===== src/rtl/sha_nonce_feeder.sv =====
// Nonce sweeper and digest checker for the sha256 core: issues one block per cycle, compares returned digests against target, queues hit nonces.
// Outputs registered (first block the cycle after start); hit FIFO drops on full and raises a sticky overflow.
module sha_nonce_feeder #(
    parameter int HIT_DEPTH = 4,
    parameter int OUT_W     = 8
) (
    input  logic         CLK,
    input  logic         RST,
    input  logic         start,
    input  logic         stop,
    input  logic [31:0]  nonce_start,
    input  logic [31:0]  nonce_end,
    input  logic [95:0]  work_data,
    input  logic [255:0] target,
    output logic         write_en,
    output logic [255:0] block_out,
    input  logic [255:0] digest_in,
    input  logic         digest_valid,
    output logic         hit_valid,
    output logic [31:0]  hit_nonce,
    input  logic         hit_ready,
    output logic         busy,
    output logic         done,
    output logic         overflow
);

    localparam int AW = $clog2(HIT_DEPTH);
    localparam logic [127:0] PAD = 128'h80000000_00000000_00000000_00000000;

    typedef enum logic [1:0] {S_IDLE, S_ISSUE, S_DRAIN, S_DONE} state_t;

    state_t state;
    state_t state_nxt;

    logic [31:0]      end_q;
    logic [31:0]      cur_nonce;
    logic [31:0]      res_nonce;
    logic [95:0]      work_q;
    logic [255:0]     target_q;
    logic [OUT_W-1:0] outstanding;

    logic [31:0]      fifo_mem [HIT_DEPTH];
    logic [AW-1:0]    wr_ptr;
    logic [AW-1:0]    rd_ptr;
    logic [AW:0]      fifo_cnt;

    logic dig_take;
    logic hit;
    logic pop;
    logic fifo_full;
    logic push_ok;

    // Digests beyond what was issued are stray and must not advance res_nonce.
    assign dig_take  = digest_valid && (outstanding != '0) && (state != S_IDLE);
    assign hit       = dig_take && (digest_in <= target_q);
    assign pop       = (fifo_cnt != '0) && hit_ready;
    assign fifo_full = (fifo_cnt == (AW+1)'(HIT_DEPTH));
    assign push_ok   = hit && (!fifo_full || pop);

    assign hit_valid = (fifo_cnt != '0);
    assign hit_nonce = fifo_mem[rd_ptr];

    // cur_nonce is the nonce on block_out this cycle; the FSM decides whether another follows.
    always_comb begin
        state_nxt = state;
        case (state)
            S_IDLE:  if (start) state_nxt = S_ISSUE;
            S_ISSUE: if (stop || (cur_nonce == end_q)) state_nxt = S_DRAIN;
            S_DRAIN: if (outstanding == '0) state_nxt = S_DONE;
            S_DONE:  state_nxt = S_IDLE;
            default: state_nxt = S_IDLE;
        endcase
    end

    always_ff @(posedge CLK or posedge RST) begin
        if (RST) state <= S_IDLE;
        else     state <= state_nxt;
    end

    always_ff @(posedge CLK or posedge RST) begin
        if (RST) begin
            write_en    <= 1'b0;
            block_out   <= '0;
            busy        <= 1'b0;
            done        <= 1'b0;
            overflow    <= 1'b0;
            end_q       <= '0;
            cur_nonce   <= '0;
            res_nonce   <= '0;
            work_q      <= '0;
            target_q    <= '0;
            outstanding <= '0;
            wr_ptr      <= '0;
            rd_ptr      <= '0;
            fifo_cnt    <= '0;
        end else begin
            busy <= (state_nxt != S_IDLE);
            done <= (state_nxt == S_DONE);

            case ({write_en, dig_take})
                2'b10:   outstanding <= outstanding + OUT_W'(1);
                2'b01:   outstanding <= outstanding - OUT_W'(1);
                default: outstanding <= outstanding;
            endcase

            if (dig_take) res_nonce <= res_nonce + 32'd1;

            if (push_ok) wr_ptr <= wr_ptr + AW'(1);
            if (pop)     rd_ptr <= rd_ptr + AW'(1);
            if (push_ok && !pop)      fifo_cnt <= fifo_cnt + (AW+1)'(1);
            else if (pop && !push_ok) fifo_cnt <= fifo_cnt - (AW+1)'(1);
            if (hit && !push_ok) overflow <= 1'b1;

            if (state == S_IDLE && start) begin
                end_q     <= nonce_end;
                work_q    <= work_data;
                target_q  <= target;
                cur_nonce <= nonce_start;
                res_nonce <= nonce_start;
                write_en  <= 1'b1;
                block_out <= {work_data, nonce_start, PAD};
                overflow  <= 1'b0;
            end else if (state == S_ISSUE) begin
                if (state_nxt == S_ISSUE) begin
                    cur_nonce <= cur_nonce + 32'd1;
                    write_en  <= 1'b1;
                    block_out <= {work_q, cur_nonce + 32'd1, PAD};
                end else begin
                    write_en  <= 1'b0;
                end
            end
        end
    end

    // Storage needs no reset: fifo_cnt alone defines which entries are live.
    always_ff @(posedge CLK) begin
        if (push_ok) fifo_mem[wr_ptr] <= res_nonce;
    end

endmodule

===== config.mk =====
export PLATFORM = sky130hd
export DESIGN_NAME = sha_nonce_feeder
export DESIGN_NICKNAME = d
export VERILOG_FILES = /design/src/rtl/sha_nonce_feeder.sv
export SDC_FILE = /design/constraint.sdc
export NUM_CORES = 2
export LEC_CHECK = 0
export CAP_MARGIN = 20
export CORE_AREA = 2 2 377 379
export DETAILED_ROUTE_END_ITERATION = 10
export DIE_AREA = 0 0 379 381
export HOLD_SLACK_MARGIN = 0.02
export PLACE_DENSITY = 0.52
export SLEW_MARGIN = 20
export SYNTH_ARGS = -nofsm -noshare
export SYNTH_HDL_FRONTEND = slang
export SYNTH_SLANG_ARGS = --single-unit

===== constraint.sdc =====
create_clock -name CLK -period 32.1 [get_ports CLK]
set_input_delay 9.63 -clock CLK [delete_from_list [all_inputs] [get_ports CLK]]
set_output_delay 9.63 -clock CLK [all_outputs]
set_load 0.02 [all_outputs]

==> results by group <==
Status
  • Status: finished clean

Power and ir drop
  • VDD IR-drop max: 0.05474 mV
  • Switching power: 1622 uW
  • Sw Share: 0.3814
  • Power share of the clock group: 0.235
  • Int Power: 2630 uW
  • Seq pwr share: 0.358
  • Logic gate share of total power: 0.407
  • P_leak: 0.02073 uW
  • Pwr per Cell Area: 89.60 mW/mm2

Place
  • PortBufs: 843
  • Dpl hpwl: 92160 um
  • GPL Wtd Cong: 0.8899
  • Post-DP Area: 0.04444 mm2

Die
  • Core area: 0.1406 mm2
  • IO Count: 971
  • Die width: 379 um
  • Initial Util: 0.2443
  • Height of the chip: 381 um
  • Total Die Area: 0.1444 mm2
  • Row count: 138

STA
  • Max-slew headroom: 0.2794
  • Endpoints failing hold: 0
  • Fmax: 0.06919 GHz
  • Worst-Margin Slew: 1.081 ns
  • Part of the cycle the worst path needs: 0.4502
  • Final count of negative-setup-slack endpoints: 0
  • Max-slew violations: 0
  • Min Tclk post-route: 14.45 ns
  • Final setup skew: 0.03592 ns
  • RSZ-0062 raised after global routing: false
  • Post-route setup TNS: 0 ns

Drt
  • Vias post-DR: 26750
  • DRT antenna net count: 0
  • Vias/cell: 4.315
  • DRC Markers: 0
  • 1st-pass router iterations: 7
  • DRT Wirelength: 120300 um
  • DR iter-0 viols: 1551
  • Drt wl/cell: 19.40 um

Setup path
  • Worst EP required: 32.65 ns
  • CP Launch Type: input pin
  • Setup crit end kind: flip-flop
  • Critical Path AT: 15.00 ns
  • CP Max Fanout: 7
  • Worst Path Class, Setup: in -> reg

GRT
  • Vias in the first global route: 27130
  • Total track usage: 0.1636
  • Initial antenna violation count: 54
  • Total grt overflow: 0
  • Largest net degree at the start of global routing: 216
  • First-pass GRT wire length: 175400 um

Clock network
  • CTS tree: yes
  • Post-CTS setup buffers: 0
  • Worst-skew pair later-pin latency: 0.70 ns
  • Clock buffer depth: 3
  • Root Driver: clkbuf_16
  • Clock sink total: 694
  • Post-cts resize count: 0
  • H-Tree Depth: 3
  • CTS Buf Count: 84
  • Hold_buf cts: 0
  • Worst-path clk slew: 0.06 ns

Synth
  • Post-Synthesis Cells: 3386
  • Share of the synthesized area in the top cell type: 0.4125
  • Yosys reg bits: 694
  • EDFF count, synth: 128
  • Synthesized cell area: 0.03434 mm2
  • Synth area leaders: dfrtp_1 (41%), edfxtp_1 (11%), ha_1 (9.8%), nand2_1 (8.3%), o21ai_0 (4.7%)
  • Post-synthesis sequential area ratio: 0.5244
  • Cell variety after synth: 62
  • Dominant cell type by area after synthesis: dfrtp_1
  • Ys Warns: 0
  • Syn Area/Cell: 10.14 um2
  • Async S/R FF share, synth: 0.8156
  • Primary FF master, synth: dfrtp_1

Layout
  • Fill cell count: 14460
  • Final nets: 5158
  • Commonest non-fill, non-tap cell in the layout: clkdlybuf4s50_1
  • Final Cell Area: 0.04745 mm2
  • Commonest cells after routing, fill and taps aside: clkdlybuf4s50_1 (843), nand2_1 (756), dfrtp_1 (564)
  • Layout cells sized above 1: 0.07577
  • Area Overhead vs Synth: 38.18%

Min path
  • Hold Path Class: reg -> reg

Job
  • Max_cap viols: 0
## critical path, stage by stage
cell	delay (ns)
clkdlybuf4s50_1	0.42
ha_1	0.60
nand4_1	0.14
nor4_1	0.63
nand4_1	0.54
or4_4	0.68
o311ai_1	0.69
a2111oi_2	0.16
a31oi_4	0.44
inv_1	0.09
ha_1	0.21
inv_1	0.07
fa_1	0.40
mux2_2	0.26
## registers in the layout (all words and copies together), names as in the netlist, 2 cells and up
register / count
target_q: 256
fifo_mem: 128
block_out: 98
work_q: 96
end_q: 32
res_nonce: 32
cur_nonce: 31
outstanding: 8
fifo_cnt: 3
rd_ptr: 2
state: 2
wr_ptr: 2
## final cells by class
| class | count | area [um2] | area share |
|---|---|---|---|
| sequential | 694 | 18010 | 0.3796 |
| multi-input combinational | 2277 | 14330 | 0.3020 |
| clock buffer | 121 | 2451 | 0.05166 |
| clock inverter | 33 | 470.5 | 0.009915 |
| antenna | 34 | 85.08 | 0.001793 |
| inverter | 283 | 1070 | 0.02255 |
| timing repair buffer | 868 | 8667 | 0.1827 |
| tap | 1890 | 2365 | 0.04984 |
## cells by family after synthesis
kind of cell / after synthesis / synth area share
simple gates: 1044 / 0.1283
flops: 694 / 0.5244
compound gates: 626 / 0.1014
buf+inv: 541 / 0.07302
fa+ha+maj: 272 / 0.09955
mux: 132 / 0.05382
xor+xnor: 76 / 0.01939
other cells: 1 / 0.0001092
## cells in the mapped netlist, types with 8 or more instances
library cell and count:
a211oi_1 9, a21o_1 42, a21oi_1 187, a221oi_1 8, and3_1 9, buf_1 11
buf_4 127, clkbuf_1 120, dfrtp_1 566, edfxtp_1 128, ha_1 270, inv_1 283
mux2_2 97, mux4_2 32, nand2_1 757, nand3_1 43, nand4_1 65, nor2_1 85
nor2b_1 8, nor3_1 20, nor4_1 22, o21ai_0 321, o22ai_1 12, xnor2_1 23
xor2_1 53
## power by group through the flow
stage / Clock [uW] / Combinational [uW] / Sequential [uW]
2_1_floorplan: 0 / 1030 / 1550
3_3_place_gp: 0 / 1720 / 1530
3_5_place_dp: 0 / 1750 / 1540
4_1_cts: 1030 / 1760 / 1520
5_1_grt: 1070 / 1940 / 1570
6_report: 1000 / 1730 / 1520
## worst paths after layout
kind	startpoint	end	slack, ns	cells past startpoint
hold reg to reg	work_q[64]$_DFFE_PP0P_	work_q[64]$_DFFE_PP0P_	0.46	2
hold / removal	work_q[64]$_DFFE_PP0P_	work_q[64]$_DFFE_PP0P_	0.46	2
setup reg to reg	target_q[255]$_DFFE_PP0P_	fifo_cnt[1]$_DFFE_PP0P_	26.66	14
min in group asynchronous	RST	target_q[118]$_DFFE_PP0P_	9.50	2
setup / recovery	digest_in[255]	fifo_cnt[1]$_DFFE_PP0P_	17.65	14
max in group asynchronous	RST	res_nonce[9]$_DFFE_PP0P_	18.85	6
## metal layers
metal | vias to the layer above | part of all wire | GRT usage
li1 | 12930 | - | -
met4 | 42 | 0.029 | 0.06129
met1 | 12800 | 0.43 | 0.2082
met2 | 781 | 0.46 | 0.2565
met5 | - | 0.0028 | 0.005391
met3 | 201 | 0.077 | 0.05318
## per-stage QoR
stage,setup WS (ns),hold slack (ns),util,total power (uW),std cells
floorplan,6.639,0.4358,-,2575,3512
global placement,16.64,0.4467,0.3162,3251,6012
detailed placement,16.67,0.4530,0.3162,3283,6012
CTS,17.42,0.4678,0.3369,4315,6166
global route,17.23,0.4771,0.3375,4579,6196
finish,17.65,0.4620,0.3376,4251,6200
Note: power is estimated with default switching activity, not from simulation.
